**src/rtl/lc3_control_if.sv**
```systemverilog
// Controller <-> datapath bundle for the LC-3 control unit.
// The master drives the control word; the slave supplies the IR fields and BEN.
interface lc3_control_if;
    logic [3:0] Opcode;
    logic       IR_5;
    logic       IR_11;
    logic       BEN;

    logic       LD_MAR;
    logic       LD_MDR;
    logic       LD_IR;
    logic       LD_BEN;
    logic       LD_CC;
    logic       LD_REG;
    logic       LD_PC;
    logic       LD_LED;

    logic       GatePC;
    logic       GateMDR;
    logic       GateALU;
    logic       GateMARMUX;

    logic [1:0] PCMUX;
    logic [1:0] ADDR2MUX;
    logic [1:0] ALUK;
    logic       SR1MUX;
    logic       SR2MUX;
    logic       DRMUX;
    logic       ADDR1MUX;

    logic       MIO_EN;
    logic       Mem_OE;
    logic       Mem_WE;

    modport master (
        input  Opcode, IR_5, IR_11, BEN,
        output LD_MAR, LD_MDR, LD_IR, LD_BEN,
        output LD_CC, LD_REG, LD_PC, LD_LED,
        output GatePC, GateMDR, GateALU, GateMARMUX,
        output PCMUX, ADDR2MUX, ALUK,
        output SR1MUX, SR2MUX, DRMUX, ADDR1MUX,
        output MIO_EN, Mem_OE, Mem_WE
    );

    modport slave (
        output Opcode, IR_5, IR_11, BEN,
        input  LD_MAR, LD_MDR, LD_IR, LD_BEN,
        input  LD_CC, LD_REG, LD_PC, LD_LED,
        input  GatePC, GateMDR, GateALU, GateMARMUX,
        input  PCMUX, ADDR2MUX, ALUK,
        input  SR1MUX, SR2MUX, DRMUX, ADDR1MUX,
        input  MIO_EN, Mem_OE, Mem_WE
    );
endinterface

```
**src/rtl/lc3_control.sv**
```systemverilog
// LC-3 Moore control FSM: fetch/decode/execute with stretched memory states
// and a PSE pause that steps one instruction per Continue press.
module lc3_control #(
    parameter int MEM_WAIT = 2
) (
    input  logic           Clk,
    input  logic           Reset,
    input  logic           Run,
    input  logic           Continue,
    lc3_control_if.master  bus
);
    typedef enum logic [4:0] {
        HALTED, S18, S33, S35, S32,
        S1, S5, S9, S0, S22,
        S12, S4, S21, S20, S6,
        S25, S27, S7, S23, S16,
        PAUSE1, PAUSE2
    } state_t;

    localparam logic [2:0] LAST = 3'(MEM_WAIT - 1);

    state_t     state;
    state_t     next;
    logic [2:0] cnt;
    logic [2:0] cnt_n;
    logic       mem_state;
    logic       mem_last;

    assign mem_state = (state == S33) || (state == S25) || (state == S16);
    assign mem_last  = (cnt == LAST);

    // Counter only runs inside a memory state, so it is zero on every entry.
    assign cnt_n = (mem_state && !mem_last) ? cnt + 3'd1 : 3'd0;

    always_ff @(posedge Clk) begin
        if (!Reset) begin
            state <= HALTED;
            cnt   <= 3'd0;
        end else begin
            state <= next;
            cnt   <= cnt_n;
        end
    end

    always_comb begin
        next           = state;
        bus.LD_MAR     = 1'b0;
        bus.LD_MDR     = 1'b0;
        bus.LD_IR      = 1'b0;
        bus.LD_BEN     = 1'b0;
        bus.LD_CC      = 1'b0;
        bus.LD_REG     = 1'b0;
        bus.LD_PC      = 1'b0;
        bus.LD_LED     = 1'b0;
        bus.GatePC     = 1'b0;
        bus.GateMDR    = 1'b0;
        bus.GateALU    = 1'b0;
        bus.GateMARMUX = 1'b0;
        bus.PCMUX      = 2'b00;
        bus.ADDR2MUX   = 2'b00;
        bus.ALUK       = 2'b00;
        bus.SR1MUX     = 1'b0;
        bus.SR2MUX     = 1'b0;
        bus.DRMUX      = 1'b0;
        bus.ADDR1MUX   = 1'b0;
        bus.MIO_EN     = 1'b0;
        bus.Mem_OE     = 1'b1;
        bus.Mem_WE     = 1'b1;

        unique case (state)
            HALTED: if (Run) next = S18;
            S18: begin
                bus.GatePC = 1'b1;
                bus.LD_MAR = 1'b1;
                bus.LD_PC  = 1'b1;
                next       = S33;
            end
            S33, S25: begin
                bus.Mem_OE = 1'b0;
                bus.MIO_EN = 1'b1;
                if (mem_last) begin
                    bus.LD_MDR = 1'b1;
                    next       = (state == S33) ? S35 : S27;
                end
            end
            S35: begin
                bus.GateMDR = 1'b1;
                bus.LD_IR   = 1'b1;
                next        = S32;
            end
            S32: begin
                bus.LD_BEN = 1'b1;
                unique case (bus.Opcode)
                    4'b0001: next = S1;
                    4'b0101: next = S5;
                    4'b1001: next = S9;
                    4'b0000: next = S0;
                    4'b1100: next = S12;
                    4'b0100: next = S4;
                    4'b0110: next = S6;
                    4'b0111: next = S7;
                    4'b1101: next = PAUSE1;
                    default: next = S18;
                endcase
            end
            S1, S5, S9: begin
                bus.SR1MUX  = 1'b1;
                bus.SR2MUX  = bus.IR_5;
                bus.ALUK    = (state == S1) ? 2'b00 :
                              (state == S5) ? 2'b01 : 2'b10;
                bus.GateALU = 1'b1;
                bus.LD_REG  = 1'b1;
                bus.LD_CC   = 1'b1;
                next        = S18;
            end
            S0: next = bus.BEN ? S22 : S18;
            S22, S21: begin
                bus.ADDR2MUX = (state == S22) ? 2'b10 : 2'b11;
                bus.PCMUX    = 2'b10;
                bus.LD_PC    = 1'b1;
                next         = S18;
            end
            S12, S20: begin
                bus.SR1MUX   = 1'b1;
                bus.ADDR1MUX = 1'b1;
                bus.PCMUX    = 2'b10;
                bus.LD_PC    = 1'b1;
                next         = S18;
            end
            S4: begin
                bus.GatePC = 1'b1;
                bus.DRMUX  = 1'b1;
                bus.LD_REG = 1'b1;
                next       = bus.IR_11 ? S21 : S20;
            end
            S6, S7: begin
                bus.SR1MUX     = 1'b1;
                bus.ADDR1MUX   = 1'b1;
                bus.ADDR2MUX   = 2'b01;
                bus.GateMARMUX = 1'b1;
                bus.LD_MAR     = 1'b1;
                next           = (state == S6) ? S25 : S23;
            end
            S27: begin
                bus.GateMDR = 1'b1;
                bus.LD_REG  = 1'b1;
                bus.LD_CC   = 1'b1;
                next        = S18;
            end
            S23: begin
                bus.ALUK    = 2'b11;
                bus.GateALU = 1'b1;
                bus.LD_MDR  = 1'b1;
                next        = S16;
            end
            S16: begin
                bus.Mem_WE = 1'b0;
                if (mem_last) next = S18;
            end
            PAUSE1: begin
                bus.LD_LED = 1'b1;
                if (Continue) next = PAUSE2;
            end
            PAUSE2: if (!Continue) next = S18;
            default: next = HALTED;
        endcase
    end
endmodule

```
**src/flat_wrapper.sv**
```systemverilog
// flat-port wrapper written by rule: the top's interface ports become plain ports
module lc3_control_flat 
#(
    parameter int MEM_WAIT = 2
)
  (Clk, Reset, Run, Continue, bus_Opcode, bus_IR_5, bus_IR_11, bus_BEN, bus_LD_MAR, bus_LD_MDR, bus_LD_IR, bus_LD_BEN, bus_LD_CC, bus_LD_REG, bus_LD_PC, bus_LD_LED, bus_GatePC, bus_GateMDR, bus_GateALU, bus_GateMARMUX, bus_PCMUX, bus_ADDR2MUX, bus_ALUK, bus_SR1MUX, bus_SR2MUX, bus_DRMUX, bus_ADDR1MUX, bus_MIO_EN, bus_Mem_OE, bus_Mem_WE);
  lc3_control_if bus_i ();
  input  logic Clk;
  input  logic Reset;
  input  logic Run;
  input  logic Continue;
  input wire logic [$bits(bus_i.Opcode)-1:0] bus_Opcode;
  input wire logic [$bits(bus_i.IR_5)-1:0] bus_IR_5;
  input wire logic [$bits(bus_i.IR_11)-1:0] bus_IR_11;
  input wire logic [$bits(bus_i.BEN)-1:0] bus_BEN;
  output wire logic [$bits(bus_i.LD_MAR)-1:0] bus_LD_MAR;
  output wire logic [$bits(bus_i.LD_MDR)-1:0] bus_LD_MDR;
  output wire logic [$bits(bus_i.LD_IR)-1:0] bus_LD_IR;
  output wire logic [$bits(bus_i.LD_BEN)-1:0] bus_LD_BEN;
  output wire logic [$bits(bus_i.LD_CC)-1:0] bus_LD_CC;
  output wire logic [$bits(bus_i.LD_REG)-1:0] bus_LD_REG;
  output wire logic [$bits(bus_i.LD_PC)-1:0] bus_LD_PC;
  output wire logic [$bits(bus_i.LD_LED)-1:0] bus_LD_LED;
  output wire logic [$bits(bus_i.GatePC)-1:0] bus_GatePC;
  output wire logic [$bits(bus_i.GateMDR)-1:0] bus_GateMDR;
  output wire logic [$bits(bus_i.GateALU)-1:0] bus_GateALU;
  output wire logic [$bits(bus_i.GateMARMUX)-1:0] bus_GateMARMUX;
  output wire logic [$bits(bus_i.PCMUX)-1:0] bus_PCMUX;
  output wire logic [$bits(bus_i.ADDR2MUX)-1:0] bus_ADDR2MUX;
  output wire logic [$bits(bus_i.ALUK)-1:0] bus_ALUK;
  output wire logic [$bits(bus_i.SR1MUX)-1:0] bus_SR1MUX;
  output wire logic [$bits(bus_i.SR2MUX)-1:0] bus_SR2MUX;
  output wire logic [$bits(bus_i.DRMUX)-1:0] bus_DRMUX;
  output wire logic [$bits(bus_i.ADDR1MUX)-1:0] bus_ADDR1MUX;
  output wire logic [$bits(bus_i.MIO_EN)-1:0] bus_MIO_EN;
  output wire logic [$bits(bus_i.Mem_OE)-1:0] bus_Mem_OE;
  output wire logic [$bits(bus_i.Mem_WE)-1:0] bus_Mem_WE;
  assign bus_i.Opcode = bus_Opcode;
  assign bus_i.IR_5 = bus_IR_5;
  assign bus_i.IR_11 = bus_IR_11;
  assign bus_i.BEN = bus_BEN;
  assign bus_LD_MAR = bus_i.LD_MAR;
  assign bus_LD_MDR = bus_i.LD_MDR;
  assign bus_LD_IR = bus_i.LD_IR;
  assign bus_LD_BEN = bus_i.LD_BEN;
  assign bus_LD_CC = bus_i.LD_CC;
  assign bus_LD_REG = bus_i.LD_REG;
  assign bus_LD_PC = bus_i.LD_PC;
  assign bus_LD_LED = bus_i.LD_LED;
  assign bus_GatePC = bus_i.GatePC;
  assign bus_GateMDR = bus_i.GateMDR;
  assign bus_GateALU = bus_i.GateALU;
  assign bus_GateMARMUX = bus_i.GateMARMUX;
  assign bus_PCMUX = bus_i.PCMUX;
  assign bus_ADDR2MUX = bus_i.ADDR2MUX;
  assign bus_ALUK = bus_i.ALUK;
  assign bus_SR1MUX = bus_i.SR1MUX;
  assign bus_SR2MUX = bus_i.SR2MUX;
  assign bus_DRMUX = bus_i.DRMUX;
  assign bus_ADDR1MUX = bus_i.ADDR1MUX;
  assign bus_MIO_EN = bus_i.MIO_EN;
  assign bus_Mem_OE = bus_i.Mem_OE;
  assign bus_Mem_WE = bus_i.Mem_WE;
  lc3_control #(.MEM_WAIT(MEM_WAIT)) u_core (.Clk(Clk), .Reset(Reset), .Run(Run), .Continue(Continue), .bus(bus_i));
endmodule
```
**config.mk**
```make
export PLATFORM = sky130hd
export DESIGN_NAME = lc3_control_flat
export DESIGN_NICKNAME = d
export VERILOG_FILES = /design/src/rtl/lc3_control_if.sv /design/src/rtl/lc3_control.sv /design/src/flat_wrapper.sv
export SDC_FILE = /design/constraint.sdc
export NUM_CORES = 1
export LEC_CHECK = 0
export ABC_CLOCK_PERIOD_IN_PS = 2400
export BUFFER_PORTS_ARGS = -buffer_cell sky130_fd_sc_hd__buf_4
export CORE_AREA = 4 4 55 57
export CTS_CLUSTER_SIZE = 40
export DETAILED_ROUTE_END_ITERATION = 7
export DIE_AREA = 0 0 59 61
export PLACE_DENSITY = 0.74
export SYNTH_ARGS = -nofsm -noshare
export SYNTH_HDL_FRONTEND = slang
export SYNTH_SLANG_ARGS = --single-unit
```
**constraint.sdc**
```tcl
create_clock -name Clk -period 2.4 [get_ports Clk]
set_input_delay 0.12 -clock Clk [delete_from_list [all_inputs] [get_ports Clk]]
set_output_delay 0.12 -clock Clk [all_outputs]
set_load 0.02 [all_outputs]
```
Word level (Yosys, flattened, before mapping)
Memory sizes are Yosys's and may differ from the RTL's. Index checks and enable logic that the tools add are counted. Widths: inputs -> output; s select.

Bits of input ports: 11. ROM bits: 80. Logic and storage cells: 89. Output and inout bits: 25. Flip-flop bits (word level): 8. Memories: 1.

Eq/ne operators: 27. Muxes and demuxes: 36. $add $sub $neg: 1. Reductions and logical operators: 22.

Memory list: (no name shown) (depth 16, bits a word 5, read ports 1, clocked after memory_dff 0, write ports 0, RTL line lc3_control.sv:93) `unique case (bus.Opcode)`.

Operators with widths (number): $pmux 5 s13 (1); $eq 5x4->1 const B (8); $mux 5 (7); $eq 5x5->1 const B (6); $mux 1 (21); $eq 5x3->1 const B (4); $reduce_or 4->1 (4); $eq 5x2->1 const B (2); $reduce_or 2->1 (5); $reduce_or 5->1 (2); $pmux 2 s2 (2); $reduce_or 8->1 (1); $reduce_or 7->1 (1); $mux 2 (3); $ne 2x2->1 const B (3); $reduce_or 3->1 (2); $eq 5x1->1 const B (1); $logic_not 5->1 (1); $reduce_and 5->1 (1); $mux 4 (1); $ne 2x1->1 const B (2); $add 3x1->3 const B (1); $eq 3x1->1 const B (1); $logic_or 1x1->1 (2); other kinds (4) (4).

Longest topological paths before layout
Word-level depth: 5. Mapped depth: 7. Gate-level depth less buffers: 7.

Least setup slack after synthesis
OpenSTA, ideal clock, no wires.

Path type: flip-flop to output port. Start: register u_core.state[2]. End: output port bus_ADDR1MUX. Path slack: 684 ps. Cell stages (with the launch flop): 7. Path buffers: 3. Data required time: 2280 ps. Data arrival time: 1596 ps. Path through: dfxtp_1 -> buf_2 -> buf_2 -> buf_2 -> nor3b_1 -> a21oi_1 -> o32ai_1.

Longest elaborated chain between the ends: 3. Elaborated cells on any way between the ends: 6. Classes of those cells: eq/ne: 4; mux: 1; reduce/logical: 1.

RTL lines: from (decl) (RTL line lc3_control.sv:22) `state_t state;`; from (signal assigned) (RTL line lc3_control.sv:40) `state <= next;`; $eq 5x4->1 / $eq 5x5->1 (equally long branches) (RTL line lc3_control.sv:70) `unique case (state)`; $reduce_or 4->1 (no source line) *; $mux 1 * (RTL line lc3_control.sv:70); to (decl) (RTL line flat_wrapper.sv:34) `output wire logic [$bits(bus_i.ADDR1MUX)-1:0] bus_ADDR1MUX;`.

Mark *: on every way between the ends. The rest lies on a longest branch, timed or not.

Worst setup path after layout
Start: register u_core.state[0]. End: output port bus_ADDR2MUX[0].

Longest elaborated chain between the ends: 3. Elaborated cells on any way between the ends: 8. Classes of those cells: eq/ne: 4; mux: 2; reduce/logical: 2.

RTL lines: $eq 5x4->1 (tied with other cells) (RTL line lc3_control.sv:70, lc3_control.sv:118); $mux 1 (tied with other cells) (RTL line lc3_control.sv:118) `bus.ADDR2MUX = (state == S22) ? 2'b10 : 2'b11;`; $pmux 2 s2 * (RTL line lc3_control.sv:70); to (decl) (RTL line flat_wrapper.sv:29) `output wire logic [$bits(bus_i.ADDR2MUX)-1:0] bus_ADDR2MUX;`.

Marked as above.

==> metrics.md <==
| Metric | Value |
|---|---|
| H-tree depth | `1` |
| Leading area contributor after synthesis | `dfxtp_1` |
| Critical Path RT | `2280 ps` |
| Final ANT Viol Nets | `0` |
| Util after Layout | `58.0%` |
| EDFF count, synth | `0` |
| Critical path peak fanout | `14` |
| Post-route cell area | `about 0.0014 mm2` |
| GRT Total Usage | `~17%` |
| Final hold vios | `0` |
| Most frequent cell after synthesis | `nor2_1` |
| Nets@finish | `between 200 and 250` |
| Final wirelength | `2890 um` |
| Yosys warns | `0` |
| DP Wirelength | `2170 um` |
| Total I/O pin count | `36` |
| CTS tree | `yes` |
| Post-layout min period | `2240 ps` |
| Post-synth top cells | `nor2_1 (16), a21oi_1 (12), nand2_1 (12), o21ai_0 (10), dfxtp_1 (8)` |
| Final setup skew | `7.11 ps` |
| Postcts setup bufs | `0` |
| Clock root cell | `clkbuf_4` |
| Asr flop ratio synth | `0%` |
| CP dominant cell by count | `buf_4` |
| Cell Area, Placed | `0.00142 mm2` |
| DR WL met3 | `approximately 150 um` |
| Number of I/O port buffers | `34` |
| Max Clock Freq | `approximately 0.45 GHz` |
| Worst R2R Start | `u_core.state[2]$_SDFFE_PN0P_` |
| DIE WIDTH | `59 um` |
| Hold WS | `between 100 and 150 ps` |
| Wire length on met2 | `~1300 um` |
| Overflow left after global routing | `0` |
| Drt via density | `roughly 5.7` |
| Least-Margin Pin Slew | `around 910 ps` |
| Register area share after synthesis | `13.3%` |
| Cells after synthesis | `about 160` |
| GPL Wtd Cong | `just over 0.8` |
| Commonest register cell after synthesis | `dfxtp_1` |
| Total number of vias | `around 1.2k` |
| Cts repair resizes | `0` |
| Core Area | `around 0.0025 mm2` |
| Worst Setup SP | `u_core.state[0]$_SDFFE_PN0P_` |
| Worst-path cell chain | `buf_4 -> inv_1 -> nor4_1 -> nand2_1 -> o21ai_0 -> buf_4` |
| RSZ-0062 raised after global routing | `false` |
| Slowest cell on the critical path | `dfxtp_1` |
| Crit path max-delay family | `simple AND/OR/NAND/NOR gates` |
| Setup TNS | `0 ps` |
| Area share of the largest cell type after synthesis | `13.3%` |
| Worst hold path class | `input pin to flip-flop` |
| Most area-consuming cells after synthesis | `dfxtp_1 (13%), ha_1 (7.2%), clkbuf_8 (5.7%), a21oi_1 (5.0%), nor2_1 (5.0%)` |
| Mean Syn Cell Area | `between 7 and 8 um2` |
| Crit path buf inv count | `3` |
| CTS Buf Count | `3` |
| First-pass GRT wire length | `around 5000 um` |
| Pre-Repair DR Iteration Count | `4` |
| CP Class | `flip-flop to output port` |
| Die Area | `0.00360 mm2` |
| Diodes inserted | `0` |
| Clock Tree Buf Depth | `2` |
| Die H | `61 um` |
| Max-slew violations | `0` |
| Max rail drop VDD | `about 0.30 mV` |
| WL per Instance | `between 10 and 15 um` |
| Mapped Area | `0.00121 mm2` |
| Antenna violations before repair | `0` |
| Area growth, synth to finish | `18.9%` |
| Largest net degree at the start of global routing | `31` |
| Crit path launch type | `flip-flop` |
| # setup viols final | `0` |
| Outcome | `finished, final reports clean` |
| HP Start | `Reset` |
| Max-cap violations | `0` |
| Fillers | `235` |
| Max transition margin | `between 30% and 40%` |
| Worst-path clk slew | `about 60 ps` |
| Cts hold-fix bufs | `0` |
| Leak | `around 0.63 nW` |
| Post-route DRC | `0` |
| Crit. End Element | `output port` |
| Distinct cells, synth | `58` |
| Crit-path max cell delay | `590 ps` |
| Share of cells above drive strength 1 | `29.5%` |
| Worst skew pair latency | `roughly 260 ps` |
| P per Cell Area | `a little over 600 mW/mm2` |
| Max layer used | `met4` |
| Synth Register Bits | `8` |
| Vias in the first global route | `roughly 1.0k` |
| WP data arrival | `roughly 2100 ps` |
| Initial core utilization | `between 40 and 50%` |
| CTS sink count | `8` |
| M1 wire length | `between 1000 and 1500 um` |
| Row cnt | `18` |
| Drt initial violations | `56` |
| Period Utilization, post-route | `around 93%` |
| Net Count, Synth | `between 150 and 200` |
worst reg2reg max path, cell delays in order (launching register included):
cell      delay (ps)
dfxtp_1          920
o41ai_2          250
a311oi_4         470
o21ai_2          100
a31o_1           220
final cells by class:
| cell class | instances | area (um2) | share of cell area (%) |
|---|---|---|---|
| multi-input combinational | 134 | 906 | 63.0 |
| timing repair buffer | 38 | 285 | 19.8 |
| sequential | 8 | 160 | 11.1 |
| tap | 30 | 37.5 | 2.61 |
| inverter | 7 | 26.3 | 1.83 |
| clock buffer | 3 | 22.5 | 1.57 |
logic make-up after synthesis:
group	count (synthesis)	synth area share [%]
AOI/OAI and AO/OA	50	29.2
xor gates and xnor gates	3	2.17
adders and majority gates	7	7.25
buffers and inverters	21	11.8
DFF	8	13.3
muxes	4	3.52
other	1	0.310
and+or+nand+nor	69	32.5
cells in the final DEF (no fill, tap or decap), types with 2 or more instances in the layout:
cell type | netlist | routed
clkbuf_4 | 0 | 3
nand2b_1 | 6 | 6
nand4b_1 | 2 | 2
nand2_1 | 12 | 12
nand3_1 | 2 | 2
or2b_2 | 2 | 2
inv_1 | 6 | 6
o21ai_0 | 10 | 10
dfxtp_1 | 8 | 8
buf_4 | 2 | 38
xor2_1 | 2 | 2
nor2_1 | 16 | 16
o32ai_1 | 2 | 2
a21o_1 | 2 | 2
mux2_2 | 2 | 2
o22ai_1 | 3 | 3
nor3_1 | 6 | 6
and2b_2 | 2 | 2
a211oi_1 | 5 | 5
mux2i_1 | 2 | 2
nor4_1 | 2 | 2
a21oi_1 | 12 | 12
and3_1 | 2 | 2
ha_1 | 7 | 7
or3_1 | 2 | 2
nor2b_1 | 3 | 3
o21ai_1 | 2 | 2
metal layers:
layer / global-route usage (%) / vias to the layer above
met3: 1.49 / 2
met5: 0 / -
met2: 27.3 / 38
li1: - / 640
met1: 24.5 / 563
met4: 3.88 / 0
path summary, 6_finish.rpt:
| path | endpoint | slack, ps | cells after the start |
|---|---|---|---|
| setup / recovery | bus_ADDR2MUX[0] | 160 | 6 |
| hold / removal | u_core.state[3]$_SDFFE_PN0P_ | 140 | 2 |
| setup reg to reg | u_core.state[3]$_SDFFE_PN0P_ | 340 | 4 |
| hold reg to reg | u_core.cnt[0]$_SDFF_PN0_ | 460 | 1 |
metrics by stage:
stage / power, mW / std cells / worst slack, ps
2_1_floorplan: 0.627 / 163 / 684
3_3_place_gp: 0.762 / 217 / 419
3_5_place_dp: 0.773 / 217 / 371
5_1_grt: 0.952 / 220 / 2.03
4_1_cts: 0.878 / 220 / 222
6_report: 0.880 / 220 / 164
report_power, final:
part / switching (mW) / internal, mW
Sequential: 0.0540 / 0.151
Clock: 0.0474 / 0.0573
Combinational: 0.324 / 0.246
flip-flops by register name (all words and copies together), names as in the netlist:
name	count
u_core.cnt	3
u_core.state	5
No activity file was read; power rests on OpenSTA's default activity.
